===== src/rtl/kong_motion_engine.sv =====
// kong_motion_engine: per-frame fixed-point motion for one climbing/jumping
// character. Collisions and keys are accumulated across a frame and consumed
// on startOfFrame; all outputs update in the cycle after the strobe.
// Optional build macro: KONG_FLY_CHEAT_EN adds the cheat_fly input and FLY state.
module kong_motion_engine #(
  parameter int COORD_W     = 11,
  parameter int FRAC_BITS   = 6,
  parameter int DEFAULT_X   = 60,
  parameter int DEFAULT_Y   = 10,
  parameter int X_MIN       = 0,
  parameter int X_MAX       = 600,
  parameter int Y_DEATH     = 480,
  parameter int WALK_SPEED  = 80,
  parameter int CLIMB_SPEED = 80,
  parameter int JUMP_SPEED  = 240,
  parameter int GRAVITY     = 2,
  parameter int MAX_FALL    = 230,
  parameter int MAX_JUMPS   = 2
) (
  input  logic                               clk,
  input  logic                               resetN,
  input  logic                               startOfFrame,
  input  logic                               collision_rope,
  input  logic                               collision_platform,
  input  logic [3:0]                         HitEdgeCode,
  input  logic                               ask_right,
  input  logic                               ask_left,
  input  logic                               ask_up,
  input  logic                               ask_down,
  input  logic                               ask_jump,
`ifdef KONG_FLY_CHEAT_EN
  input  logic                               cheat_fly,
`endif
  output logic signed [COORD_W-1:0]          topLeftX,
  output logic signed [COORD_W-1:0]          topLeftY,
  output logic [2:0]                         state,
  output logic                               facing_right,
  output logic [$clog2(MAX_JUMPS+1)-1:0]     jumps_left,
  output logic                               respawned
);

  localparam int IW = COORD_W + FRAC_BITS + 2;
  localparam int JW = $clog2(MAX_JUMPS + 1);

  typedef logic signed [IW-1:0] fx_t;

  localparam fx_t DEF_X_F    = IW'(DEFAULT_X * (2 ** FRAC_BITS));
  localparam fx_t DEF_Y_F    = IW'(DEFAULT_Y * (2 ** FRAC_BITS));
  localparam fx_t X_MIN_F    = IW'(X_MIN * (2 ** FRAC_BITS));
  localparam fx_t X_MAX_F    = IW'(X_MAX * (2 ** FRAC_BITS));
  localparam fx_t X_MIN_P    = IW'(X_MIN);
  localparam fx_t X_MAX_P    = IW'(X_MAX);
  localparam fx_t Y_DEATH_P  = IW'(Y_DEATH);
  localparam fx_t WALK_F     = IW'(WALK_SPEED);
  localparam fx_t CLIMB_F    = IW'(CLIMB_SPEED);
  localparam fx_t JUMP_F     = IW'(JUMP_SPEED);
  localparam fx_t GRAVITY_F  = IW'(GRAVITY);
  localparam fx_t MAX_FALL_F = IW'(MAX_FALL);
  localparam logic [JW-1:0] JUMPS_FULL = JW'(MAX_JUMPS);
  localparam logic [JW-1:0] JUMP_ONE   = JW'(1);

  typedef enum logic [2:0] {
    ST_STAND         = 3'd0,
    ST_CLIMB         = 3'd1,
    ST_AIR           = 3'd2,
    ST_AIR_IN_PLAT   = 3'd3,
    ST_AIR_FROM_ROPE = 3'd4,
    ST_FLY           = 3'd5
  } state_t;

  // Frame accumulators
  logic       acc_rope_q, acc_plat_q;
  logic [3:0] rope_mask_q, plat_mask_q;
  logic       acc_right_q, acc_left_q, acc_up_q, acc_down_q, acc_jump_q;

  // Motion state
  state_t        state_q, state_d;
  fx_t           pos_x_q, pos_x_d, pos_y_q, pos_y_d;
  fx_t           spd_x_q, spd_x_d, spd_y_q, spd_y_d;
  logic          facing_q, facing_d;
  logic [JW-1:0] jumps_q, jumps_d;
  logic          prev_jump_q, prev_jump_d;
  logic          respawn_q, respawn_d;

  // Decode helpers
  logic move_r, move_l, move_u, move_d, jump_edge;
  logic land, grab, fly_now;
  fx_t  grav_sum, grav_y, nx_pix, ny_pix;

  logic unused_mask_bits;
  assign unused_mask_bits = ^{rope_mask_q[2], rope_mask_q[0], plat_mask_q[3:1]};

  assign move_r    = acc_right_q & ~acc_left_q & ~acc_jump_q;
  assign move_l    = acc_left_q & ~acc_right_q & ~acc_jump_q;
  assign move_u    = acc_up_q & ~acc_down_q & ~acc_jump_q;
  assign move_d    = acc_down_q & ~acc_up_q & ~acc_jump_q;
  assign jump_edge = acc_jump_q & ~prev_jump_q;

  assign grav_sum = spd_y_q + GRAVITY_F;
  assign grav_y   = (grav_sum > MAX_FALL_F) ? MAX_FALL_F : grav_sum;

  // Landing is ignored while rising through a platform; grabbing is ignored right after leaving a rope
  assign land = acc_plat_q & plat_mask_q[0] & (state_q != ST_AIR_IN_PLAT);
  assign grab = acc_rope_q & (state_q != ST_AIR_FROM_ROPE);

  // Sticky per-frame collision/key capture; cleared (and strobe-cycle inputs dropped) on startOfFrame
  always_ff @(posedge clk or negedge resetN) begin
    if (!resetN) begin
      acc_rope_q  <= 1'b0;
      acc_plat_q  <= 1'b0;
      rope_mask_q <= '0;
      plat_mask_q <= '0;
      acc_right_q <= 1'b0;
      acc_left_q  <= 1'b0;
      acc_up_q    <= 1'b0;
      acc_down_q  <= 1'b0;
      acc_jump_q  <= 1'b0;
    end else if (startOfFrame) begin
      acc_rope_q  <= 1'b0;
      acc_plat_q  <= 1'b0;
      rope_mask_q <= '0;
      plat_mask_q <= '0;
      acc_right_q <= 1'b0;
      acc_left_q  <= 1'b0;
      acc_up_q    <= 1'b0;
      acc_down_q  <= 1'b0;
      acc_jump_q  <= 1'b0;
    end else begin
      acc_rope_q  <= acc_rope_q | collision_rope;
      acc_plat_q  <= acc_plat_q | collision_platform;
      rope_mask_q <= collision_rope ? (rope_mask_q | HitEdgeCode) : rope_mask_q;
      plat_mask_q <= collision_platform ? (plat_mask_q | HitEdgeCode) : plat_mask_q;
      acc_right_q <= acc_right_q | ask_right;
      acc_left_q  <= acc_left_q | ask_left;
      acc_up_q    <= acc_up_q | ask_up;
      acc_down_q  <= acc_down_q | ask_down;
      acc_jump_q  <= acc_jump_q | ask_jump;
    end
  end

  // Motion state register
  always_ff @(posedge clk or negedge resetN) begin
    if (!resetN) begin
      state_q     <= ST_AIR;
      pos_x_q     <= DEF_X_F;
      pos_y_q     <= DEF_Y_F;
      spd_x_q     <= '0;
      spd_y_q     <= '0;
      facing_q    <= 1'b1;
      jumps_q     <= '0;
      prev_jump_q <= 1'b0;
      respawn_q   <= 1'b0;
    end else begin
      state_q     <= state_d;
      pos_x_q     <= pos_x_d;
      pos_y_q     <= pos_y_d;
      spd_x_q     <= spd_x_d;
      spd_y_q     <= spd_y_d;
      facing_q    <= facing_d;
      jumps_q     <= jumps_d;
      prev_jump_q <= prev_jump_d;
      respawn_q   <= respawn_d;
    end
  end

  // Per-frame update: state transition, then X clamp, then fall-off respawn
  always_comb begin
    state_d     = state_q;
    pos_x_d     = pos_x_q;
    pos_y_d     = pos_y_q;
    spd_x_d     = spd_x_q;
    spd_y_d     = spd_y_q;
    facing_d    = facing_q;
    jumps_d     = jumps_q;
    prev_jump_d = prev_jump_q;
    respawn_d   = 1'b0;
    fly_now     = 1'b0;
    nx_pix      = '0;
    ny_pix      = '0;
    if (startOfFrame) begin
      prev_jump_d = acc_jump_q;
      // Position advances by the speed of the previous frame
      pos_x_d = pos_x_q + spd_x_q;
      pos_y_d = pos_y_q + spd_y_q;
      case (state_q)
        ST_STAND: begin
          spd_x_d = '0;
          spd_y_d = '0;
          if (!acc_plat_q) begin
            state_d = ST_AIR_IN_PLAT;
          end else if (jump_edge && (jumps_q != '0)) begin
            state_d = ST_AIR_IN_PLAT;
            spd_y_d = -JUMP_F;
            spd_x_d = facing_q ? WALK_F : -WALK_F;
            jumps_d = jumps_q - JUMP_ONE;
          end else if (move_r) begin
            facing_d = 1'b1;
            spd_x_d  = WALK_F;
          end else if (move_l) begin
            facing_d = 1'b0;
            spd_x_d  = -WALK_F;
          end
        end
        ST_CLIMB: begin
          spd_x_d = '0;
          spd_y_d = '0;
          if (!acc_rope_q) begin
            state_d = ST_AIR_FROM_ROPE;
          end else if (jump_edge) begin
            // Jump off the rope away from the side it was grabbed on
            state_d  = ST_AIR_FROM_ROPE;
            facing_d = ~facing_q;
            spd_x_d  = facing_q ? -WALK_F : WALK_F;
            spd_y_d  = -JUMP_F;
            if (jumps_q != '0) jumps_d = jumps_q - JUMP_ONE;
          end else if (move_u) begin
            spd_y_d = -CLIMB_F;
          end else if (move_d) begin
            spd_y_d = CLIMB_F;
          end
        end
        ST_AIR, ST_AIR_IN_PLAT, ST_AIR_FROM_ROPE: begin
          spd_y_d = grav_y;
          if (land) begin
            state_d = ST_STAND;
            pos_x_d = pos_x_q;
            pos_y_d = pos_y_q;
            spd_x_d = '0;
            spd_y_d = '0;
            jumps_d = JUMPS_FULL;
          end else if (grab) begin
            state_d = ST_CLIMB;
            pos_x_d = pos_x_q;
            pos_y_d = pos_y_q;
            spd_x_d = '0;
            spd_y_d = '0;
            jumps_d = JUMPS_FULL;
            if (rope_mask_q[3])      facing_d = 1'b0;
            else if (rope_mask_q[1]) facing_d = 1'b1;
          end else begin
            if (state_q == ST_AIR && acc_plat_q)                  state_d = ST_AIR_IN_PLAT;
            if (state_q == ST_AIR_IN_PLAT && !acc_plat_q)         state_d = ST_AIR;
            if (state_q == ST_AIR_FROM_ROPE && !acc_rope_q)       state_d = ST_AIR;
            if (jump_edge && (jumps_q != '0)) begin
              spd_y_d = -JUMP_F;
              jumps_d = jumps_q - JUMP_ONE;
            end
          end
        end
        default: begin
          // FLY exit (or any unreachable code): drop into free fall from rest
          state_d = ST_AIR;
          spd_x_d = '0;
          spd_y_d = '0;
        end
      endcase
`ifdef KONG_FLY_CHEAT_EN
      if (cheat_fly) begin
        fly_now  = 1'b1;
        state_d  = ST_FLY;
        pos_x_d  = pos_x_q + spd_x_q;
        pos_y_d  = pos_y_q + spd_y_q;
        facing_d = facing_q;
        jumps_d  = jumps_q;
        spd_x_d  = move_r ? WALK_F : (move_l ? -WALK_F : '0);
        spd_y_d  = move_u ? -WALK_F : (move_d ? WALK_F : '0);
      end
`endif
      nx_pix = pos_x_d >>> FRAC_BITS;
      if (nx_pix < X_MIN_P) begin
        pos_x_d = X_MIN_F;
        spd_x_d = '0;
      end else if (nx_pix > X_MAX_P) begin
        pos_x_d = X_MAX_F;
        spd_x_d = '0;
      end
      ny_pix = pos_y_d >>> FRAC_BITS;
      if (!fly_now && (ny_pix >= Y_DEATH_P)) begin
        state_d   = ST_AIR;
        pos_x_d   = DEF_X_F;
        pos_y_d   = DEF_Y_F;
        spd_x_d   = '0;
        spd_y_d   = '0;
        jumps_d   = '0;
        respawn_d = 1'b1;
      end
    end
  end

  assign topLeftX     = COORD_W'(pos_x_q >>> FRAC_BITS);
  assign topLeftY     = COORD_W'(pos_y_q >>> FRAC_BITS);
  assign state        = state_q;
  assign facing_right = facing_q;
  assign jumps_left   = jumps_q;
  assign respawned    = respawn_q;

endmodule


===== config.mk =====
export PLATFORM = sky130hd
export DESIGN_NAME = kong_motion_engine
export DESIGN_NICKNAME = d
export VERILOG_FILES = /design/src/rtl/kong_motion_engine.sv
export SDC_FILE = /design/constraint.sdc
export NUM_CORES = 1
export LEC_CHECK = 0
export CAP_MARGIN = 40
export CORE_MARGIN = 4
export CORE_UTILIZATION = 38
export DETAILED_ROUTE_END_ITERATION = 8
export PLACE_DENSITY = 0.65
export SYNTH_ARGS = -nofsm -noshare
export SYNTH_HDL_FRONTEND = slang
export SYNTH_SLANG_ARGS = --single-unit

===== constraint.sdc =====
create_clock -name clk -period 3.1 [get_ports clk]
set_clock_uncertainty 0.15 [all_clocks]
set_input_delay 0.31 -clock clk [delete_from_list [all_inputs] [get_ports clk]]
set_output_delay 0.31 -clock clk [all_outputs]
set_load 0.02 [all_outputs]

Word-level counts from Yosys, hierarchy flattened. Cells that the tools add are included.

Bits in registers: 99. Logic and storage cells: 183. Output and inout bits: 29. Input bits: 14.

Reductions and logical operators: 19. Bitwise gates (word level): 28. Order comparisons: 4. Add/subtract/negate cells: 4. Mux-type cells: 82. Equal/unequal tests: 26.

Operators by type and width (count): 2-to-1 mux 19 bit (35); one-hot mux 19 bit (3 select lines) (2); adder 19 bit (2); 2-to-1 mux 3 bit (10); inequality test 3 bit (second input constant) (7); adder 19 x 3 -> 19 bit (second input constant) (1); greater-than comparator 19 x 9 -> 1 bit (second input constant) (1); 2-to-1 mux 1 bit (19); inequality test 6 bit (second input constant) (3); 2-to-1 mux 2 bit (8); 2-to-1 mux 4 bit (4); inequality test 4 bit (second input constant) (4); >= comparator 13 x 10 -> 1 bit (second input constant) (1); greater-than comparator 13 x 11 -> 1 bit (second input constant) (1); < comparator 13 x 1 -> 1 bit (second input constant) (1); bitwise AND 1 bit (12); inequality test 2 bit (second input constant) (6); AND reduction 10 bit (1); one-hot mux 3 bit (3 select lines) (1); bitwise OR 4 bit (2); 2-to-1 mux 7 bit (1); inequality test 7 bit (second input constant) (1); NOT 1 bit (7); bitwise OR 1 bit (7); 18 further kinds (26).

Logic depth before layout (Yosys ltp). Gate-level depths: netlist of the first run.

Depth after elaboration: 11. Depth in mapped cells: 13. Gate-level depth less buffers: 12.

Least setup slack after synthesis of the first run. Ideal clock, no wire load.

Kind: register -> register. Start: reg spd_x_q[17]. End: reg pos_x_q[11]. Clock period less this slack: 3.338 ns. Path buffers: 0. Path slack: -0.238 ns. Data required time: 2.873 ns. Stages on the path, launching flop included: 12. Arrival: 3.111 ns. Path through: dfrtp_1 -> inv_1 -> fa_1 -> nor2b_1 -> o2111ai_1 -> a211o_1 -> nor2b_1 -> xnor2_1 -> o31ai_1 -> a21oi_2 -> or4_1 -> a31oi_1.

Word-level cells in the longest chain between the ends: 9. Elaborated cells on any way between the ends: 10.

RTL lines: from (decl) (line 79) `fx_t spd_x_q, spd_x_d, spd_y_q, spd_y_d;`; from (signal assigned) (line 157) `spd_x_q <= spd_x_d;`; adder 19 bit (*) (line 183) `pos_x_d = pos_x_q + spd_x_q;`; 2-to-1 mux 19 bit (line 231) `end else if (grab) begin`; 2-to-1 mux 19 bit (line 224) `if (land) begin`; 2-to-1 mux 19 bit (*) (line 185) `case (state_q)`; 2-to-1 mux 19 bit (*) (line 180) `if (startOfFrame) begin`; greater-than comparator 13 x 11 -> 1 bit (line 273) `end else if (nx_pix > X_MAX_P) begin`; 2-to-1 mux 19 bit (line 273); 2-to-1 mux 19 bit (*) (line 270) `if (nx_pix < X_MIN_P) begin`; 2-to-1 mux 19 bit (*) (line 278) `if (!fly_now && (ny_pix >= Y_DEATH_P)) begin`; to (signal assigned) (line 155) `pos_x_q <= pos_x_d;`; to (decl) (line 78) `fx_t pos_x_q, pos_x_d, pos_y_q, pos_y_d;`.

Every way passes the cells marked *; elsewhere a longest branch is shown, timed or not. The select of a mux whose other input is x is not followed. A chain may end at the register's enable or synchronous reset.

Worst setup path in the final report of the first run.
Start: reg pos_y_q[3]. End: reg pos_x_q[13].

Word-level cells in the longest chain between the ends: 7.

RTL lines: from (decl) (line 78); from (signal assigned) (line 156) `pos_y_q <= pos_y_d;`; adder 19 bit (*) (line 184) `pos_y_d = pos_y_q + spd_y_q;`; 2-to-1 mux 19 bit (line 231); 2-to-1 mux 19 bit (line 224); 2-to-1 mux 19 bit (*) (line 185); 2-to-1 mux 19 bit (*) (line 180); >= comparator 13 x 10 -> 1 bit (*) (line 278); 2-to-1 mux 19 bit (*) (line 278).

Marks and branches as above.

==> key figures, run 1 <==
Synth
  • Most numerous cell in the Yosys netlist: dfrtp_1
  • Number of flops mapped to enable cells by yosys: 0
  • Register area share after synthesis: 29.9%
  • Syn_nets: 746
  • Mapped Cells: 697
  • Synth area leader: dfrtp_1
  • Yosys warnings: 0
  • Async set-reset flop share out of synthesis: 100%
  • Seq cells post-synth: 71
  • Top cells by count, synth: 63 x dfrtp_1, 62 x nor2_1, 47 x nand2_1, 37 x a21oi_1, 34 x ha_1
  • Post-synth top area share: 26.4%
  • Distinct cells, synth: 81
  • Mapped Area: 0.00598 sq mm
  • Synth Flop Type: dfrtp_1
  • Syn avg cell area: 8.57 sq um
  • Top cells by area, synth: dfrtp_1 26%, ha_1 7.1%, nor2_1 3.9%

GRT
  • Total global-route track usage: 22.0%
  • Vias in the first global route: 6,415
  • Total grt overflow: 0
  • First-pass GRT wire length: 31.9 mm
  • Largest net degree at the start of global routing: 44
  • Initial antenna violation count: 0

CTS
  • CTS tree: done
  • CTS buffer count: 9
  • Clk slew on worst S/H paths: 0.06 ns
  • Root Buffer: clkbuf_16
  • Clk buf depth: 2
  • CTS Sinks: 71
  • H-tree Lvls: 3
  • Worst-Skew Late Latency: 0.35 ns

Setup path
  • CP endpoint kind: register
  • Crit path launch: pos_y_q[3]
  • CP most frequent cell: buf_4
  • CP max-delay cell: dfrtp_1
  • Delay of the slowest critical-path stage: 0.42 ns
  • CP required: 3.24 ns
  • Critical path class: register to register
  • Startpoint types: register
  • Reg2reg start: pos_y_q[3]
  • Critical path cell sequence: ha_4 > o211ai_1 > o21ai_2 > buf_4 > buf_4 > a31o_2 > o2111ai_2 > o31a_1 > o31ai_4 > buf_4 > o41ai_4 > nor4b_4 > buf_4 > a22o_1
  • CP Max Fanout: 5
  • WP data arrival: 3.44 ns

Placed design
  • HPWL after DPL: 14.5 mm
  • Final Wtd Congestion: 0.935
  • Port bufs: 41
  • Pre-CTS WS: -0.344 ns

Timing
  • Slew Limit Headroom: 50.2%
  • Final Hold Viols: 0
  • Total negative slack: -5.93 ns
  • Fin. max-slew vios: 0
  • Final setup vio count: 49
  • F_max: 302 MHz
  • Slew @ Worst Pin: 0.747 ns
  • Post-route clock period utilization: 107%
  • Final worst setup slack: -0.208 ns
  • Clock period minus worst slack: 3.31 ns
  • RSZ-0062 raised after global routing: yes

Route
  • DRC: 0
  • 1st-pass router iterations: 5
  • Vias: 6,365
  • Via-to-Cell Ratio: 5.81
  • Routed len/inst: 18.3 um
  • Routed Antenna Nets: 0
  • DR iter-0 viols: 674
  • Drt total wl: 20.0 mm

Power
  • PwrDens: 929 mW/mm^2
  • Total power: 8.09 mW
  • Leak Pwr: 3.79 nW
  • Max VDD drop: 0.338 mV

Layout
  • Antenna diode count: 0
  • Layout area overhead: 45.6%
  • Nets: 928
  • Layout cells sized above 1: 35.3%

Floorplan
  • Die W: 133 um
  • Core Rows: 45
  • Die ar.: 0.0178 sq mm
  • I/O Pins: 43
  • Die Ht: 133 um
  • Initial Util: 39.0%
  • Core box area: 0.0153 sq mm

Status
  • Status: finished, violations left
  • Failing checks: negative setup slack

Run
  • MaxCap Viol Count: 0

Hold path
  • Hold crit path type: input port to async pin
[cell type report]
class | count | area, sq um
clock buffer | 10 | 239
clock inverter | 6 | 60.1
fill | 1330 | 6610
inverter | 27 | 101
multi-input combinational | 539 | 4300
sequential | 71 | 1790
tap | 211 | 264
timing repair buffer | 231 | 1950
[per-stage QoR]
stage               utilization, %  hold slack, ns  area (sq um)  cells
detailed placement            50.0           0.127          7660   1050
CTS                           54.7           0.295          8380   1083
global route                  56.8           0.326          8700   1095
floorplan                        -          -0.136          6060    697
global placement              49.9           0.334          7640   1049
finish                        56.8           0.291          8700   1095
[worst max-delay path: cells and delay by family (launching register included)]
kind | cells | cell delay [ns]
compound gates | 8 | 1.57
buf+inv | 4 | 0.63
flops | 1 | 0.42
fa+ha+maj | 1 | 0.26
simple gates | 1 | 0.25
[path summary, 6_finish.rpt]
kind	endpoint	slack, ns	cells after the start
worst min register to register	rope_mask_q[1]	0.35	2
worst max register to register	pos_x_q[13]	-0.21	14
min in group clk	rope_mask_q[1]	0.35	2
max in group asynchronous	pos_x_q[11]	1.86	3
worst max-delay path	pos_x_q[13]	-0.21	14
worst min-delay path	acc_jump_q	0.29	2
[power breakdown]
part	switching, mW	total (mW)	internal [mW]
sequential	0.271	1.51	1.24
combinational	2.78	5.51	2.73
clock	0.428	1.07	0.640
total	3.48	8.09	4.61
[routing by layer]
| metal | GRT usage [%] | vias up | routed length, um |
|---|---|---|---|
| met5 | 0 | - | 0 |
| met4 | 7.26 | 0 | 387 |
| met3 | 4.34 | 40 | 1080 |
| met2 | 36.8 | 233 | 9850 |
| met1 | 28.5 | 3086 | 8700 |
| li1 | - | 3006 | - |
[placed cells by master, fill, tap and decap left out, types with 5 or more instances in the layout]
master	count
clkdlybuf4s50_1	40
nor2b_1	10
ha_1	23
nand4_1	19
nand2b_1	11
inv_1	25
o22ai_1	5
o21a_1	12
or3_1	6
nor4_1	8
nor3_1	10
nand2_1	43
clkbuf_16	9
ha_4	8
xor2_1	12
dfstp_2	8
a31oi_1	9
o211ai_1	5
dfrtp_1	61
buf_4	171
a32o_1	5
o2bb2ai_2	7
a22o_1	16
xnor2_1	16
nand3_1	20
o31ai_1	10
o2111ai_1	5
buf_6	14
a21o_1	14
nor2_1	60
a21oi_1	31
o21ai_0	27
[kinds of logic after synthesis]
| kind of cell | after synthesis | share of synthesized area [%] |
|---|---|---|
| AOI/OAI and AO/OA | 236 | 29.8 |
| and+or+nand+nor | 233 | 20.3 |
| buffers and inverters | 87 | 7.31 |
| DFF | 71 | 29.9 |
| adders and majority gates | 35 | 7.45 |
| xor gates and xnor gates | 30 | 4.40 |
| muxes | 5 | 0.858 |
[state kept, by name, indices dropped and copies added, names as in the netlist]
name and cells:
pos_y_q 18, spd_y_q 18, pos_x_q 14, spd_x_q 3, state 3, jumps_left 2
rope_mask_q 2, acc_down_q 1, acc_jump_q 1, acc_left_q 1, acc_plat_q 1, acc_right_q 1
acc_rope_q 1, acc_up_q 1, facing_right 1, plat_mask_q 1, prev_jump_q 1, respawned 1
[what timing repair did]
action | CTS | global route
hold buffers | 1 | 0
gates resized for setup | 54 | 48
endpoints found under the setup margin | 49 | 53
endpoints found under the hold margin | 25 | 0
pin swaps | 38 | 38
setup buffers | 17 | 12
No activity file was read; power rests on OpenSTA's default activity.
==> inputs of run 2 (changes only) <==
--- a/config.mk
+++ b/config.mk
@@ -10,6 +10,7 @@
 export CORE_UTILIZATION = 38
 export DETAILED_ROUTE_END_ITERATION = 8
 export PLACE_DENSITY = 0.65
+export SLEW_MARGIN = 0
 export SYNTH_ARGS = -nofsm -noshare
 export SYNTH_HDL_FRONTEND = slang
 export SYNTH_SLANG_ARGS = --single-unit
==> results of run 2 <==
The final DEF is identical to that of run 1; final timing and power are the same.
==> inputs of run 3 (changes only) <==
--- a/config.mk
+++ b/config.mk
@@ -6,11 +6,12 @@
 export NUM_CORES = 1
 export LEC_CHECK = 0
 export CAP_MARGIN = 40
+export CORE_ASPECT_RATIO = 0.8
 export CORE_MARGIN = 4
 export CORE_UTILIZATION = 38
 export DETAILED_ROUTE_END_ITERATION = 8
 export PLACE_DENSITY = 0.65
-export SLEW_MARGIN = 0
+export SLEW_MARGIN = 10
 export SYNTH_ARGS = -nofsm -noshare
 export SYNTH_HDL_FRONTEND = slang
 export SYNTH_SLANG_ARGS = --single-unit
==> run 3 against run 2 <==
Compared with the run above:
- sequential power about the same
- die area hardly changed
- core utilization grew 2.3 points
- clock power decreased by 8%
- final cell count is 0.18% higher
- combinational power grew 5.8%
- critical path type unchanged
- global-route usage up 1.2 points
- worst setup slack worse by 0.016 ns
- largest power group unchanged
- register-to-register slack worse by 0.02 ns
- the flow still finishes with violations (negative setup slack)
- critical path depth decreased by 2
- clock-buffer cell count unchanged
==> key figures, run 3 (synthesis results as in run 1) <==
Power
  • Switching pwr: 3.69 mW (+6.0%)
  • Clock Power Share: 11.8% (-1.4 points)
  • Sequential Power Share: 18.4% (-0.3 points)
  • Leak Pwr: 3.87 nW (+2.1%)
  • Max VDD drop: 0.364 mV (+7.6%)
  • Int Pwr: 4.67 mW (+1.2%)
  • PwrDens: 929 mW/mm^2 (about the same)
  • Switching Share: 44.2% (+1.1 points)
  • Comb power frac: 69.8% (+1.7 points)

Timing
  • Final setup vio count: 48 (-2.0%)
  • Clock period minus worst slack: 3.32 ns (+0.0158 ns)
  • Slew @ Worst Pin: 0.699 ns (-0.0475 ns)
  • Final Hold Viols: 0 (unchanged)
  • F_max: 301 MHz (-0.48%)
  • Fin Hold WS: 0.333 ns (+0.0419 ns)
  • Slew Limit Headroom: 53.1% (+2.9 points)
  • Fin. max-slew vios: 0 (unchanged)
  • Final worst setup slack: -0.224 ns (-0.0158 ns)
  • RSZ-0062 raised after global routing: yes
  • Post-route clock period utilization: 107% (+0.51 points)

Floorplan
  • Die W: 148 um (+11%)
  • Die ar.: 0.0178 sq mm (about the same)
  • I/O Pins: 43 (unchanged)
  • Core Rows: 40 (-11%)
  • Initial Util: 39.3% (+0.26 points)
  • Core box area: 0.0152 sq mm (-0.65%)
  • Die Ht: 120 um (-9.9%)

Setup path
  • Reg2reg path depth: 12 (-2)
  • WP data arrival: 3.46 ns (+0.02 ns)
  • Startpoint types: register
  • Reg2reg end: pos_x_q[13]
  • CP max-delay cell: dfstp_2
  • Critical path class: register to register
  • CP Max Fanout: 4 (-1)
  • Critical path cell sequence: ha_4 > buf_6 > and3_4 > nor2b_4 > a211oi_4 > o21ai_2 > a221oi_2 > o31ai_4 > o21a_2 > o41ai_4 > buf_4 > a22o_1
  • R2R Setup Slk: -0.22 ns (-0.02 ns)
  • CP endpoint kind: register
  • Reg2reg start: pos_y_q[7]
  • CP required: 3.23 ns (about the same)
  • Delay of the slowest critical-path stage: 0.55 ns (+0.13 ns)

CTS
  • CTS buffer count: 9 (unchanged)
  • Clk slew on worst S/H paths: 0.06 ns (about the same)
  • H-tree Lvls: 3 (unchanged)
  • CTS tree: done
  • Root Buffer: clkbuf_16
  • Clk buf depth: 2 (unchanged)
  • Worst-Skew Late Latency: 0.35 ns (about the same)
  • CTS Sinks: 71 (unchanged)

Route
  • Vias: 6,380 (+0.24%)
  • DR iter-0 viols: 454 (-33%)
  • Routed Antenna Nets: 0 (unchanged)
  • Routed len/inst: 18.7 um (+2.3%)
  • Via-to-Cell Ratio: 5.82 (about the same)
  • Drt total wl: 20.5 mm (+2.5%)
  • 1st-pass router iterations: 5 (unchanged)
  • DRC: 0 (unchanged)

Layout
  • Most frequent cells in the layout: 169 x buf_4, 60 x dfrtp_1, 59 x nor2_1, 45 x nand2_1, 40 x clkdlybuf4s50_1
  • Layout cells sized above 1: 38.0% (+2.7 points)
  • Leading cell type in the layout, fill and taps excluded: buf_4
  • Regs by FF count: pos_y_q x18, spd_y_q x18, pos_x_q x14
  • Layout area overhead: 50.5%
  • Antenna diode count: 0 (unchanged)
  • Nets: 931 (+0.32%)
  • Non-filler cells in the finished layout: 1,097 (+0.18%)

GRT
  • Total global-route track usage: 23.2% (+1.2 points)
  • Initial antenna violation count: 0 (unchanged)
  • Vias in the first global route: 6,333 (-1.3%)
  • First-pass GRT wire length: 33.1 mm (+3.9%)
  • Total grt overflow: 0 (unchanged)
  • Largest net degree at the start of global routing: 44 (unchanged)

Placed design
  • Final Wtd Congestion: 0.944 (+0.97%)
  • Port bufs: 41 (unchanged)
  • Placed cells: 1,060 (+0.95%)
  • HPWL after DPL: 14.8 mm (+1.5%)

Status
  • Status: finished, violations left
  • Failing checks: negative setup slack

Hold path
  • Hold crit path type: input port to async pin

Run
  • MaxCap Viol Count: 0 (unchanged)
-- run 3: cell types whose count changed in the layout (fill, tap and decap cells not counted), moves of 3 or more --
cell	previous run	this run
o21ai_0	27	21
o21ai_1	4	8
o31ai_2	3	0
a21oi_1	31	27
ha_2	3	6
ha_1	23	20
a21oi_2	4	8
-- run 3: final cells by class --
class | count | area, sq um
fillers | 1318 | 6220
multi-input cells | 539 | 4550
repair buffers | 234 | 2010
flip-flops and latches | 71 | 1790
well taps | 210 | 263
clock buffers | 10 | 229
inverters | 27 | 101
clock inverters | 6 | 43.8
-- run 3: metal layers --
metal / vias to the layer above / track usage, % / routed length (um)
met4: 0 / 6.58 / 352
li1: 3001 / - / -
met1: 3100 / 32.8 / 9370
met5: - / 0 / 0
met3: 34 / 4.45 / 1520
met2: 245 / 36.0 / 9270
-- run 3: critical path, delay by kind of cell, from the launching register on --
family	cells	cell delay [ns]
adders and majority gates	1	0.21
AOI/OAI and AO/OA	7	1.75
DFF	1	0.55
and+or+nand+nor	2	0.29
buffers and inverters	2	0.32
-- run 3: how the worst max path moves through the flow --
| stage | start | to |
|---|---|---|
| after global routing | spd_y_q[11] | pos_x_q[13] |
| after floorplan | pos_x_q[8] | pos_x_q[11] |
| after detailed placement | spd_x_q[4] | pos_x_q[8] |
| after CTS | spd_x_q[4] | pos_x_q[11] |
| final | pos_y_q[7] | pos_x_q[13] |
| after global placement | spd_x_q[4] | pos_x_q[8] |
-- run 3: power by group through the flow --
stage / Sequential [mW] / Combinational, mW / Clock (mW)
2_1_floorplan: 1.52 / 2.76 / 0
3_3_place_gp: 1.49 / 4.64 / 0
3_5_place_dp: 1.51 / 4.74 / 0
4_1_cts: 1.52 / 5.45 / 1.01
5_1_grt: 1.56 / 6.26 / 1.05
6_report: 1.54 / 5.83 / 0.985
-- run 3: repair_timing --
item | CTS | global route
pin swaps | 48 | 29
setup endpoints to repair | 51 | 51
resized for setup | 119 | 35
setup buffers | 15 | 5
endpoints found under the hold margin | 30 | 0
hold buffers | 1 | 0
cloned | 2 | 0
-- run 3: metrics by stage --
step	utilization (%)	power (mW)	cell area, sq um	TNS (ns)	setup WS (ns)
4_1_cts	57.6	7.98	8770	-3.16	-0.177
3_3_place_gp	50.7	6.13	7720	-6.97	-0.373
5_1_grt	59.1	8.87	8990	-12.06	-0.337
3_5_place_dp	50.9	6.25	7740	-10.71	-0.401
2_1_floorplan	-	4.27	6060	0	0.0147
6_report	59.1	8.36	8990	-5.97	-0.224
